$ cat config.mk
export PLATFORM = sky130hd
export DESIGN_NAME = alu_iter
export DESIGN_NICKNAME = d
export VERILOG_FILES = /design/src/rtl/alu_iter_pkg.sv /design/src/rtl/addsub_p.sv /design/src/rtl/alu_iter.sv
export SDC_FILE = /design/constraint.sdc
export NUM_CORES = 1
export LEC_CHECK = 0
export CAP_MARGIN = 25
export CORE_MARGIN = 2
export CORE_UTILIZATION = 30
export DETAILED_ROUTE_END_ITERATION = 7
export MAX_ROUTING_LAYER = met4
export PLACE_DENSITY_LB_ADDON = 0.08
export SYNTH_ARGS = -nofsm -noshare
export SYNTH_HDL_FRONTEND = slang
export SYNTH_SLANG_ARGS = --single-unit
$ cat constraint.sdc
create_clock -name i_clk -period 12 [get_ports i_clk]
set_input_delay 1.2 -clock i_clk [delete_from_list [all_inputs] [get_ports i_clk]]
set_output_delay 1.2 -clock i_clk [all_outputs]
set_load 0.01 [all_outputs]
$ cat src/rtl/alu_iter_pkg.sv
// Shared types for the iterative ALU: opcode and FSM state enumerations.
package alu_iter_pkg;

    typedef enum logic [2:0] {
        OP_ADD = 3'd0,
        OP_SUB = 3'd1,
        OP_AND = 3'd2,
        OP_XOR = 3'd3,
        OP_SRL = 3'd4,
        OP_SRA = 3'd5,
        OP_SLL = 3'd6,
        OP_MUL = 3'd7
    } alu_op_e;

    typedef enum logic [1:0] {
        ST_IDLE  = 2'd0,
        ST_SHIFT = 2'd1,
        ST_MUL   = 2'd2,
        ST_DONE  = 2'd3
    } alu_state_e;

endpackage

$ cat src/rtl/addsub_p.sv
// Add/subtract primitive in the {a,ci} +/- {b,1} form.
//   i_a, i_b : operands
//   i_ci     : carry in, placed below the operand LSB
//   i_sub    : 1 = subtract, 0 = add
//   o_res    : result bits [DATA_W:1] of the extended sum
//   o_co     : carry/borrow out (extended MSB)
//   o_x      : extended LSB (carry-chain tap)
// With i_ci=0 and i_sub=0 this is a plain a+b with carry out.
module addsub_p #(
    parameter int DATA_W = 16
) (
    input  logic [DATA_W-1:0] i_a,
    input  logic [DATA_W-1:0] i_b,
    input  logic              i_ci,
    input  logic              i_sub,
    output logic [DATA_W-1:0] o_res,
    output logic              o_co,
    output logic              o_x
);

    logic [DATA_W+1:0] ext_a;
    logic [DATA_W+1:0] ext_b;
    logic [DATA_W+1:0] ext_r;

    always_comb begin
        ext_a = {1'b0, i_a, i_ci};
        ext_b = {1'b0, i_b, 1'b1};
        ext_r = i_sub ? (ext_a - ext_b) : (ext_a + ext_b);
    end

    assign o_co  = ext_r[DATA_W+1];
    assign o_res = ext_r[DATA_W:1];
    assign o_x   = ext_r[0];

endmodule

$ cat src/rtl/alu_iter.sv
// Multi-cycle ALU with valid/ready handshakes on both sides.
//   i_clk, i_rst      : clock, synchronous active-high reset
//   i_valid / o_ready : request handshake (accepted only in IDLE)
//   i_op, i_a, i_b    : opcode and operands (i_b is the shift source)
//   i_ci, i_shamt     : carry in (ADD/SUB), shift amount
//   o_valid / i_ready : result handshake (results held in DONE)
//   o_res, o_hi       : result, MUL high half (0 otherwise)
//   o_co, o_x         : carry/borrow/last-shifted-out/|hi, extended add LSB
module alu_iter
    import alu_iter_pkg::*;
#(
    parameter  int DATA_W  = 16,
    localparam int SHAMT_W = $clog2(DATA_W)
) (
    input  logic               i_clk,
    input  logic               i_rst,
    input  logic               i_valid,
    output logic               o_ready,
    input  logic [2:0]         i_op,
    input  logic [DATA_W-1:0]  i_a,
    input  logic [DATA_W-1:0]  i_b,
    input  logic               i_ci,
    input  logic [SHAMT_W-1:0] i_shamt,
    output logic               o_valid,
    input  logic               i_ready,
    output logic [DATA_W-1:0]  o_res,
    output logic [DATA_W-1:0]  o_hi,
    output logic               o_co,
    output logic               o_x
);

    alu_state_e          state_q, state_d;
    alu_op_e             op_q, op_d;
    logic [DATA_W-1:0]   a_q, a_d;
    logic [DATA_W-1:0]   sh_q, sh_d;
    logic [2*DATA_W:0]   acc_q, acc_d;
    logic [SHAMT_W-1:0]  cnt_q, cnt_d;
    logic [DATA_W-1:0]   res_q, res_d;
    logic [DATA_W-1:0]   hi_q, hi_d;
    logic                co_q, co_d;
    logic                x_q, x_d;

    logic [DATA_W-1:0]   as_a, as_b, as_res;
    logic                as_ci, as_sub, as_co, as_x;
    logic [DATA_W-1:0]   sh_next;
    logic                sh_out;
    logic [DATA_W:0]     mul_sum;
    logic [2*DATA_W:0]   mul_next;

    // The single adder serves ADD/SUB at accept time and the MUL accumulate
    // while in ST_MUL; the two uses never overlap.
    always_comb begin
        as_a   = i_a;
        as_b   = i_b;
        as_ci  = i_ci;
        as_sub = (alu_op_e'(i_op) == OP_SUB);
        if (state_q == ST_MUL) begin
            as_a   = acc_q[2*DATA_W-1:DATA_W];
            as_b   = a_q;
            as_ci  = 1'b0;
            as_sub = 1'b0;
        end
    end

    addsub_p #(.DATA_W(DATA_W)) u_addsub (
        .i_a   (as_a),
        .i_b   (as_b),
        .i_ci  (as_ci),
        .i_sub (as_sub),
        .o_res (as_res),
        .o_co  (as_co),
        .o_x   (as_x)
    );

    always_comb begin
        state_d = state_q;
        op_d    = op_q;
        a_d     = a_q;
        sh_d    = sh_q;
        acc_d   = acc_q;
        cnt_d   = cnt_q;
        res_d   = res_q;
        hi_d    = hi_q;
        co_d    = co_q;
        x_d     = x_q;

        case (op_q)
            OP_SLL: begin
                sh_next = {sh_q[DATA_W-2:0], 1'b0};
                sh_out  = sh_q[DATA_W-1];
            end
            OP_SRA: begin
                sh_next = {sh_q[DATA_W-1], sh_q[DATA_W-1:1]};
                sh_out  = sh_q[0];
            end
            default: begin
                sh_next = {1'b0, sh_q[DATA_W-1:1]};
                sh_out  = sh_q[0];
            end
        endcase

        // Shift-add step: acc = {carry, hi, lo}; add a into hi when lo[0]
        // is set, then shift the whole accumulator right by one.
        mul_sum  = acc_q[0] ? {as_co, as_res} : acc_q[2*DATA_W:DATA_W];
        mul_next = {mul_sum, acc_q[DATA_W-1:0]} >> 1;

        case (state_q)
            ST_IDLE: begin
                if (i_valid) begin
                    op_d = alu_op_e'(i_op);
                    hi_d = '0;
                    co_d = 1'b0;
                    x_d  = 1'b0;
                    case (alu_op_e'(i_op))
                        OP_ADD, OP_SUB: begin
                            res_d   = as_res;
                            co_d    = as_co;
                            x_d     = as_x;
                            state_d = ST_DONE;
                        end
                        OP_AND: begin
                            res_d   = i_a & i_b;
                            state_d = ST_DONE;
                        end
                        OP_XOR: begin
                            res_d   = i_a ^ i_b;
                            state_d = ST_DONE;
                        end
                        OP_SRL, OP_SRA, OP_SLL: begin
                            if (i_shamt == '0) begin
                                res_d   = i_b;
                                state_d = ST_DONE;
                            end else begin
                                sh_d    = i_b;
                                cnt_d   = i_shamt - SHAMT_W'(1);
                                state_d = ST_SHIFT;
                            end
                        end
                        OP_MUL: begin
                            a_d     = i_a;
                            acc_d   = {{(DATA_W+1){1'b0}}, i_b};
                            cnt_d   = SHAMT_W'(DATA_W-1);
                            state_d = ST_MUL;
                        end
                    endcase
                end
            end
            ST_SHIFT: begin
                sh_d  = sh_next;
                cnt_d = cnt_q - SHAMT_W'(1);
                if (cnt_q == '0) begin
                    res_d   = sh_next;
                    co_d    = sh_out;
                    state_d = ST_DONE;
                end
            end
            ST_MUL: begin
                acc_d = mul_next;
                cnt_d = cnt_q - SHAMT_W'(1);
                if (cnt_q == '0) begin
                    res_d   = mul_next[DATA_W-1:0];
                    hi_d    = mul_next[2*DATA_W-1:DATA_W];
                    co_d    = |mul_next[2*DATA_W-1:DATA_W];
                    x_d     = 1'b0;
                    state_d = ST_DONE;
                end
            end
            ST_DONE: begin
                if (i_ready) begin
                    state_d = ST_IDLE;
                end
            end
        endcase
    end

    always_ff @(posedge i_clk) begin
        if (i_rst) begin
            state_q <= ST_IDLE;
            op_q    <= OP_ADD;
            a_q     <= '0;
            sh_q    <= '0;
            acc_q   <= '0;
            cnt_q   <= '0;
            res_q   <= '0;
            hi_q    <= '0;
            co_q    <= 1'b0;
            x_q     <= 1'b0;
        end else begin
            state_q <= state_d;
            op_q    <= op_d;
            a_q     <= a_d;
            sh_q    <= sh_d;
            acc_q   <= acc_d;
            cnt_q   <= cnt_d;
            res_q   <= res_d;
            hi_q    <= hi_d;
            co_q    <= co_d;
            x_q     <= x_d;
        end
    end

    assign o_ready = (state_q == ST_IDLE);
    assign o_valid = (state_q == ST_DONE);
    assign o_res   = res_q;
    assign o_hi    = hi_q;
    assign o_co    = co_q;
    assign o_x     = x_q;

endmodule

---- Word level (Yosys, flattened, before mapping) ----
Cells that the tools add are included.
cells by class
  multiplexer cells ....................... 43
  bitwise operators ....................... 2
  reduce and logical (&&, ||, !) cells .... 22
  $add $sub $neg .......................... 4
  eq/ne operators ......................... 24
operator list
  operator                                                                 number
  16-bit 2-to-1 mux                                                        11
  16-bit one-hot mux with 2 select lines                                   3
  33-bit 2-to-1 mux                                                        2
  33-bit one-hot mux with 2 select lines                                   1
  16-bit one-hot mux with 4 select lines                                   1
  16-bit one-hot mux with 3 select lines                                   1
  17-bit by 17-bit adder with 18-bit output                                1
  3-bit == test, second input constant                                     6
  18-bit 2-to-1 mux                                                        1
  17-bit by 17-bit subtractor with 18-bit output                           1
  17-bit 2-to-1 mux                                                        1
  16-bit bitwise AND                                                       1
  4-bit one-hot mux with 2 select lines                                    2
  16-bit OR reduction                                                      1
  16-bit XOR                                                               1
  2-bit one-hot mux with 3 select lines                                    2
  3-bit AND reduction                                                      4
  4-bit AND reduction                                                      3
  1-bit 2-to-1 mux                                                         10
  2-bit by 1-bit inequality test with 1-bit output, second input constant  5
  4-bit logical NOT                                                        2
  2-bit 2-to-1 mux                                                         4
  4-bit 2-to-1 mux                                                         2
  4-bit by 1-bit subtractor with 4-bit output, second input constant       2
  other kinds (19)                                                         27
storage, ports and cells
  output and inout port bits .............. 36
  register bits after elaboration ......... 108
  input bits .............................. 44
  logic and storage cells ................. 105

---- Logic depth before layout (Yosys ltp) ----
Gate-level depths: netlist (run 1).
  depth after elaboration ................. 8
  mapped depth ............................ 18
  depth with buffers taken out ............ 13

---- Cells and area by module ----
Synthesis (run 1) repeated with hierarchy kept, for this count alone.
second synthesis, totals
  cell total of the unflattened synthesis .. 863
  area total of the unflattened synthesis .. 7387.1 sq um
by module, submodules not included
  module    instances  cells each  area an instance (sq um)
  alu_iter  1          725         6351.1
  addsub_p  1          138         1036.0

---- Least setup slack after synthesis (run 1) ----
Ideal clock, no wire load.
  path type ............................... input -> register
  from .................................... input port i_op[2]
  to ...................................... register co_q (netlist: o_co)
  arrival time ............................ 4.435 ns
  path buffers ............................ 3
  slack ................................... 7.435 ns
  stages on the path ...................... 16
  cell sequence ........................... nor2_1 > and2_1 > clkbuf_1 > buf_2 > xnor2_1 > o21ai_0 > ha_1 > buf_6 > a21oi_1 > nand2b_1 > o32ai_4 > xnor2_1 > or3_1 > o31a_1 > o41ai_1 > o21ai_1
between the ends
  longest elaborated chain between the ends .. 7
ends and longest elaborated chain
  item                                      RTL line                         source
  start: declaration                        alu_iter.sv:19                   input logic [2:0] i_op,
  3-bit by 1-bit == test with 1-bit output  alu_iter.sv:56, alu_iter.sv:114
  1-bit 2-to-1 mux                          alu_iter.sv:57                   if (state_q == ST_MUL) begin
  18-bit 2-to-1 mux                         addsub_p.sv:28                   ext_r = i_sub ? (ext_a - ext_b) : (ext_a + ext_b);
  17-bit 2-to-1 mux                         alu_iter.sv:104                  mul_sum = acc_q[0] ? {as_co, as_res} : acc_q[2*DATA_W:DATA_W];
  16-bit OR reduction                       alu_iter.sv:163                  co_d = |mul_next[2*DATA_W-1:DATA_W];
  1-bit 2-to-1 mux                          alu_iter.sv:160                  if (cnt_q == '0) begin
  1-bit one-hot mux with 3 select lines *   alu_iter.sv:107                  case (state_q)
  end signal: assignment                    alu_iter.sv:197                  co_q <= co_d;
  end: declaration                          alu_iter.sv:40                   logic co_q, co_d;
Every way passes the cells marked *; elsewhere a longest branch is shown, timed or not. The select of a mux whose other input is x is not followed.
A chain may end at the register's enable or synchronous reset.

---- Worst setup path after layout (run 1) ----
  from .................................... input port i_op[1]
  to ...................................... register co_q (netlist: o_co)
The elaborated chain is that of the path after synthesis.

==> results.md, run 1 <==
* Status: complete, no violations
* RSZ-0062 raised after global routing: false
* Post-CTS setup buffers at 0
* Vias in the first global route at 7,104
* Most used DFF post-synth: dfxtp_1
* Fmax achieved at 0.1670 GHz
* Power Internal at approximately 0.001 W
* Reg-to-reg startpoint: state_q[0]
* Bufs on Longest Clock Path at 2
* Reg power frac at 23.2%
* Antenna violations before repair at 0
* FP Rows at 57
* Max-cap violations at 0
* Initial DRT Pass Iterations at 5
* Crit path from: i_op[1]
* Gr ovfl total at 0
* Crit Path Max Fanout at 23
* Routed Antenna Nets at 0
* # clock sinks at roughly 110
* Largest family of logic cells by synthesized area: compound AO/OA/AOI/OAI gates
* Pin count of the biggest net entering global routing at 65
* Worst Hold Class: reg -> reg
* Compound-Gate Fraction of Synth Area at 25.51%
* Routability cong. at 0.8851
* Slew headroom at approximately 28%
* Xor/xnor share of the synthesized area at 3.422%
* Setup tns final at 0 ps
* Sw frac at 50.46%
* EDFF count, synth at 0
* Fin crit period at 5987 ps
* Final Skew at 12.07 ps
* Die H at 161.3 µm
* FF-to-FF setup slack at a little under 8000 ps
* Count of pins over their slew limit at 0
* Post-synthesis adder-cell area fraction at 6.676%
* Fill count at 2,606
* CTS tree: done
* Seq/Total Area, Yosys at 28.86%
* Routed WL at 29.05 mm
* Post-synthesis mux area share at around 8.6%
* TritonCTS buffer count at 9
* Synthesized instance count at between 1,000 and 1,500
* Area contributors post-synth: dfxtp_1 (29%), nand2_1 (10%), a21oi_1 (8.5%), ha_1 (6.4%), mux2_2 (4.4%)
* Leak at approximately 3.1 nW
* Final hold vios at 0
* Slew @ Worst Pin at 1075 ps
* Htree depth at 3
* I/O Pins at 80
* Synth Area per Inst at 7.356 µm²
* Synth cell types at 67
* Initial DRC count at 700
* Post-synth net total at 1,092
* Core ar. at 24,320 µm²
* Clock power share at 15.5%
* Clock-pin slew on the worst setup and hold paths at 80 ps
* Post-synthesis to final-layout area growth at 17.72%
* Worst-Skew Late Latency at ~360 ps
* Hold worst-path end: o_hi[11]
* First-pass GRT wire length at 44.11 mm
* Reg2reg end: acc_q[30]
* Ant diodes at 0
* Share of cells above drive strength 1 at 7.191%
* Pwr Density at 230.5 nW/µm²
* Input/output buffers at 79
* R2R cell count at 13
* Synth top area share at just under 30%
* Worst Path Required at 12,230 ps
* Worst Hold Depth at 2
* Yosys reg bits at around 110
* Type of destination of the critical path: flop
* Total GRT Usage at 22.86%
* Async S/R FF share, synth at 0%
* Hold Path Origin: o_hi[11]
* Sw power at around 0.001 W
* Post-route clock period utilization at 49.89%
* Synth Cell Area at 7422 µm²
* Most frequent cells in the layout: nand2_1 (204), a21oi_1 (126), dfxtp_1 (107), nor2_1 (85), clkdlybuf4s50_1 (78)
* Initial core utilization at 30.52%
* Largest area contributor in the netlist: dfxtp_1
* Hold_buf cts at 0
* DP HPWL at 21.12 mm
* Arrival time worst endpoint at 6220 ps
* Worst Path Class, Setup: in -> reg
* Final nets at 1,121
* Final routed DRC violation total at 0
* Post-Synth Simple-Gate Area at 21.85%
* Root Buffer: clkbuf_16
* Final Power at 0.002014 W
* Vias at 7,507
* Combinational share of power at between 60% and 70%
* Die Wd at ~160 µm
* # resized after CTS at 0
* Vias per inst at between 5 and 6
* Final setup viols at 0
* WL/cell at 21.25 µm
* Ys Warns at 0
* Most common cell after layout, fill and taps aside: nand2_1
* Max VDD drop at 0.1304 mV
* Startpoint types: input port
* Die area at 26,010 µm²
cell type report:
type	count	area (µm²)	area share [%]
clock buffer	11	252.7	2.893
clock inverter	5	47.55	0.5442
timing repair buffer	93	900.9	10.31
multi-input combinational	807	4913	56.24
sequential	107	2142	24.52
inverter	20	75.07	0.8592
tap	324	405.4	4.640
registers in the layout, indices dropped and copies added, names as in the netlist:
| signal | count |
|---|---|
| a_q | 16 |
| o_x | 1 |
| o_res | 16 |
| sh_q | 16 |
| o_co | 1 |
| state_q | 2 |
| acc_q | 32 |
| o_hi | 16 |
| cnt_q | 4 |
| op_q | 3 |
worst max-delay path, cell delays in order:
cell,delay (ps)
clkdlybuf4s50_1,820
nor2_1,450
and2_1,600
buf_8,240
xnor2_1,130
o21ai_0,150
fa_1,490
a211oi_1,470
o21a_1,290
xnor2_1,170
o31ai_1,360
o2111a_1,240
o2111ai_1,120
o41ai_1,380
o21ai_1,100
cells by family after synthesis:
group                      Yosys count
muxes                               60
and+or+nand+nor                    380
AOI/OAI and AO/OA                  299
DFF                                107
buffers and inverters               95
xor gates and xnor gates            29
adders and majority gates           39
power groups by stage:
| stage | Sequential (W) | Combinational, W | Clock (W) |
|---|---|---|---|
| floorplan | 0.000472 | 0.000810 | 0 |
| global placement | 0.000477 | 0.00122 | 0 |
| detailed placement | 0.000475 | 0.00122 | 0 |
| CTS | 0.000468 | 0.00122 | 0.000319 |
| global route | 0.000476 | 0.00134 | 0.000333 |
| finish | 0.000468 | 0.00123 | 0.000311 |
worst max-delay path by stage:
stage	to	slack, ps
after CTS	o_co	6090
final	o_co	6010
after detailed placement	o_co	5700
after global routing	o_co	5680
after floorplan	o_co	7440
after global placement	o_co	5660
metrics by stage:
| step | hold slack, ps | instance area, µm² | cells | util (%) | worst slack, ps |
|---|---|---|---|---|---|
| floorplan | 432.2 | 7422 | 1009 | - | 7435 |
| global placement | 443.1 | 8422 | 1350 | 34.63 | 5657 |
| detailed placement | 446.5 | 8437 | 1351 | 34.69 | 5705 |
| CTS | 456.5 | 8737 | 1367 | 35.93 | 6089 |
| global route | 472.2 | 8737 | 1367 | 35.93 | 5677 |
| finish | 455.7 | 8737 | 1367 | 35.93 | 6013 |
per-layer routing:
metal / vias up / wire length (µm) / GRT usage, %
li1: 3659 / - / -
met2: 251 / 12650 / 34.06
met3: 31 / 1537 / 3.416
met4: 0 / 480 / 4.870
met1: 3566 / 14380 / 32.74
met5: - / 0 / -
cell usage after synthesis (4+ instances only):
cell type	instances
a31oi_1	7
nor4_1	4
nor2_1	86
or3_1	7
a211o_1	4
dfxtp_1	107
o21ai_1	4
a21oi_1	126
mux2_2	29
inv_1	18
o2111ai_1	4
nor2b_1	7
xor2_1	5
o211ai_1	14
o21ai_0	50
nor3_1	11
ha_1	38
nand4_1	7
a211oi_1	17
o31ai_1	7
mux2i_1	31
nand2b_1	6
xnor2_1	24
nand3_1	28
a21o_1	4
or4_1	4
clkbuf_1	61
o21a_1	5
nand2_1	204
buf_1	8
a311oi_1	17
Power figures use the tool's default switching activity.
==> run 2: changes to the inputs <==
- clock period: 12 -> 5.6 ns (I/O delays scaled with it)
==> run 2 against run 1 <==
Die area stayed put. Total power increased by 120%. Cell area up 0.37%. Count of clock-buffer cells in the layout is 1 lower. Non-clock buffer count rose by 6. Worst setup slack lost 4900 ps. Clock skew fell by 4.1 ps. First-iteration DRC count is 25% lower. Wire length up 0.54%. Critical path depth unchanged. Highest routed layer unchanged.
==> results.md, run 2 (synthesis results as in run 1) <==
* Root Buffer: clkbuf_16
* Final Non-Filler Cells at 1,373
* Arrival time worst endpoint at 4730 ps
* Biggest register: acc_q
* Htree depth at 3
* TritonCTS buffer count at 9
* Max-cap violations at 0
* Initial DRT Pass Iterations at 5
* Design Area, Final at 8770 µm²
* Slew @ Worst Pin at ~970 ps
* Type of destination of the critical path: flop
* Crit Path Max Fanout at 11
* Most frequent cells in the layout: nand2_1 (204), a21oi_1 (126), dfxtp_1 (107), nor2_1 (86), clkdlybuf4s50_1 (78)
* WL/cell at 21.27 µm
* Hold Path Origin: o_res[5]
* # clock sinks at between 100 and 150
* I/O Pins at 80
* Die Wd at 161.3 µm
* Fin crit period at between 4000 and 5000 ps
* Crit path from: i_op[2]
* Clock-pin slew on the worst setup and hold paths at around 80 ps
* WHS at between 400 and 500 ps
* RSZ-0062 raised after global routing: false
* Vias in the first global route at slightly above 7,000
* Placed cell count at 1,357
* Total GRT Usage at 23.48%
* Worst-Skew Late Latency at approximately 370 ps
* Post-CTS setup buffers at 0
* Final nets at 1,127
* FP Rows at 57
* Reg2reg end: o_co
* Fmax achieved at 0.2224 GHz
* Die area at 26,010 µm²
* Final setup viols at 0
* Startpoint types: input port
* Gr ovfl total at 0
* Most common cell after layout, fill and taps aside: nand2_1
* Bufs on Longest Clock Path at 2
* Share of cells above drive strength 1 at 7.531%
* Fill count at approximately 2,600
* Pwr Density at 496.8 nW/µm²
* DP HPWL at 21.57 mm
* Initial core utilization at 30.52%
* Reg-to-reg startpoint: state_q[0]
* Setup tns final at 0 ps
* Input/output buffers at 79
* Worst Hold Class: reg -> reg
* Worst Path Class, Setup: in -> reg
* Final routed DRC violation total at 0
* Slew headroom at 35.22%
* Final Power at 0.004357 W
* # resized after CTS at 0
* Antenna violations before repair at 0
* Core ar. at 24,320 µm²
* First-pass GRT wire length at 44.95 mm
* Routed WL at 29.21 mm
* Vias per inst at 5.497
* Routed Antenna Nets at 0
* R2R cell count at 12
* Max FFs per register at 32
* Crit path to: o_co
* Initial DRC count at 525
* Pin count of the biggest net entering global routing at 73
* Max VDD drop at 0.3629 mV
* Routability cong. at slightly above 0.9
* Final Skew at 8.002 ps
* Die H at 161.3 µm
* Post-synthesis to final-layout area growth at 18.16%
* Status: complete, no violations
* Leak at between 3 and 4 nW
* Ant diodes at 0
* Hold_buf cts at 0
* CTS tree: done
* Vias at 7,548
* Count of pins over their slew limit at 0
* FF-to-FF setup slack at ~1200 ps
* Cell Area, Placed at ~8500 µm²
* Worst Path Required at between 5000 and 6000 ps
* Final hold vios at 0
* Post-route clock period utilization at between 80% and 90%
run 2: worst min path at each step:
stage | cells after the start | endpoint
final | 2 | o_res[5]
after global routing | 2 | o_res[9]
after CTS | 2 | o_hi[10]
after detailed placement | 2 | o_hi[10]
after global placement | 2 | o_res[5]
after floorplan | 2 | acc_q[15]
run 2: stage by stage:
step                utilization [%]  setup WS [ps]
floorplan                         -           1675
global placement              34.80          811.3
detailed placement            34.87          734.9
CTS                           36.06           1100
global route                  36.06          639.4
finish                        36.06           1104
run 2: layout make-up:
| cell class | count | area, µm² | area share (%) |
|---|---|---|---|
| clock buffers | 10 | 229.0 | 2.611 |
| clock inverters | 6 | 61.31 | 0.6991 |
| inverters | 20 | 75.07 | 0.8560 |
| multi-input cells | 807 | 4911 | 56.00 |
| flip-flops and latches | 107 | 2142 | 24.43 |
| well taps | 324 | 405.4 | 4.623 |
| repair buffers | 99 | 945.9 | 10.79 |
run 2: where the power goes:
group	internal [W]	leakage (nW)	switching, W
registers	0.000902	0.869	0.0000943
logic	0.000924	2.12	0.00177
clock network	0.000314	0.138	0.000353
run 2: worst max-delay path, stage by stage:
cell	delay, ps
clkdlybuf4s50_1	420
nor2_1	380
and2_1	370
buf_4	320
xnor2_1	150
o21ai_0	100
ha_1	510
o21ai_0	190
a21boi_1	260
o32ai_4	140
xnor2_1	240
or3_1	410
o31a_1	240
o41ai_1	310
o21ai_1	100
run 2: per-layer routing:
metal,vias to the layer above,share of wire [%],track usage [%]
met2,257,42,33.40
met4,0,2.9,7.386
met3,50,5.0,3.493
met1,3561,50,34.03
li1,3680,-,-
met5,-,0,-
==> run 3: changes to the inputs <==
- clock period: 5.6 -> 3.7 ns (I/O delays scaled with it)
==> run 3 against run 2 <==
Count of clock-buffer cells in the layout is the same. Sequential share of layout area shrank 2.7 points. Worst setup slack lost 940 ps. Cell area grew 13%. Clock skew grew 4.0 ps. Utilization grew 4.6 points. Highest routed layer unchanged.
==> results.md, run 3 (synthesis results as in run 1) <==
* Status: complete, no violations
* Max-cap violations at 0
* Crit path max-delay family: buffers and inverters
* Antenna violations before repair at 1
* Hold Path Origin: o_hi[15]
* Worst-Skew Late Latency at 360 ps
* Fin crit period at around 3500 ps
* Max FFs per register at 32
* Root Buffer: clkbuf_16
* Initial DRC count at 630
* Most frequent cells in the layout: nand2_1 (203), buf_4 (146), a21oi_1 (124), dfxtp_1 (107), nor2_1 (84)
* Vias at 7,945
* R2R cell count at 15
* Final Non-Filler Cells at roughly 1,500
* CTS tree: done
* FP Rows at 57
* Worst Hold Class: reg -> reg
* Final routed DRC violation total at 0
* Most Frequent Cell on Critical Path: buf_4
* Hold worst-path end: o_hi[15]
* Share of cells above drive strength 1 at 19.19%
* Vias in the first global route at 7,725
* Pwr Density at 766.1 nW/µm²
* Most common cell after layout, fill and taps aside: nand2_1
* Routed WL at ~30 mm
* FF-to-FF setup slack at ~170 ps
* Bufs on Longest Clock Path at 2
* Slowest-stage cell, CP: clkdlybuf4s50_1
* Worst Path Class, Setup: in -> reg
* Final Skew at approximately 12 ps
* Die Wd at 161.3 µm
* Crit Path Max Fanout at 6
* Total GRT Usage at between 20% and 30%
* Input/output buffers at a little under 80
* Post-synthesis to final-layout area growth at 33.09%
* First-pass GRT wire length at 46.28 mm
* Final setup viols at 0
* Biggest register: acc_q
* Die area at 26,010 µm²
* Worst Hold Depth at 2
* Die H at 161.3 µm
* Count of pins over their slew limit at 0
* Fmax achieved at roughly 0.28 GHz
* Vias per inst at 5.290
* DP HPWL at about 23 mm
* Final critical-path setup slack at between 150 and 200 ps
* Final nets at 1,256
* Routed Antenna Nets at 0
* Worst-path cell chain: clkdlybuf4s50_1 > nor2_2 > and2_2 > buf_12 > buf_4 > xnor2_1 > o21ai_0 > ha_1 > buf_4 > and4_1 > nand2_1 > o211a_1 > o21bai_1 > xor2_1 > buf_4 > o21ai_0 > a31o_2 > a21oi_1
* I/O Pins at 80
* Final Power at ~0.0076 W
* Reg-to-reg startpoint: state_q[0]
* Pin count of the biggest net entering global routing at 60
* Placed cell count at 1,482
* CP max stage delay at around 500 ps
* Slew @ Worst Pin at 700.7 ps
* Slew headroom at 53.28%
* Startpoint types: input port
* Initial core utilization at 30.52%
* Max VDD drop at 0.5075 mV
* # clock sinks at 107
* WL/cell at 20.05 µm
* Core ar. at 24,320 µm²
* Clock-pin slew on the worst setup and hold paths at about 80 ps
* Gr ovfl total at 0
* Reg2reg end: o_res[13]
* Type of destination of the critical path: flop
* Pre-CTS setup slack at -414.0 ps
* Ant diodes at 0
* Post-route clock period utilization at between 90% and 100%
* TritonCTS buffer count at 9
* Final hold vios at 0
* Leak at 3.784 nW
* Routability cong. at between 0.9 and 1
* Arrival time worst endpoint at about 3800 ps
* Buf/Inv on CP at 5
* Htree depth at 3
* Worst Path Required at 3990 ps
* Initial DRT Pass Iterations at 5
## run 3: changes by cell type in the layout (fill, tap and decap cells not counted), sizes merged
cell	before	now
buf	21	150
## run 3: how the worst max path moves through the flow
stage / startpoint / endpoint / cells after the start
2_1_floorplan: i_op[2] / o_co / 16
3_3_place_gp: i_op[2] / o_co / 16
3_5_place_dp: i_op[2] / o_co / 16
4_1_cts: i_op[2] / o_co / 15
5_1_grt: i_op[2] / acc_q[27] / 18
6_report: i_op[2] / o_res[13] / 18
## run 3: repair_timing
action	in CTS	in global routing
gates cloned	0	0
gates resized for setup	2	27
buffers inserted	0	4
hold buffers	0	0
pin swaps	0	9
setup endpoints to repair	1	18
## run 3: through the flow
| step | utilization [%] | TNS (ps) | instance area, µm² | hold WS [ps] |
|---|---|---|---|---|
| finish | 40.62 | 0 | 9878 | 452.5 |
| global route | 40.62 | -38.96 | 9878 | 472.4 |
| CTS | 40.12 | 0 | 9758 | 455.9 |
| detailed placement | 38.92 | -4974 | 9465 | 445.3 |
| global placement | 38.89 | -3562 | 9458 | 442.0 |
| floorplan | - | 0 | 7433 | 432.2 |
## run 3: final cells by class
type	count	area, µm²
fill	2577	14440
tap	324	405.4
multi-input combinational	807	5020
sequential	107	2142
timing repair buffer	228	1957
inverter	20	75.07
clock inverter	6	50.05
clock buffer	10	229.0
## run 3: tightest hold or removal path, stage by stage (launching register included)
cell and delay [ps]:
dfxtp_1 310, nand2_1 50, a21oi_1 50
## run 3: per-layer routing
| layer | share of wire (%) | track usage, % |
|---|---|---|
| met4 | 3.1 | 7.711 |
| met2 | 43 | 35.66 |
| met1 | 50 | 33.86 |
| met5 | 0 | - |
| met3 | 4.3 | 2.902 |
## run 3: where the power goes
group	switching [W]	internal, W	leakage [nW]	total (W)
sequential	0.000154	0.00137	0.869	0.00152
clock	0.000506	0.000468	0.135	0.000974
combinational	0.00290	0.00218	2.78	0.00507
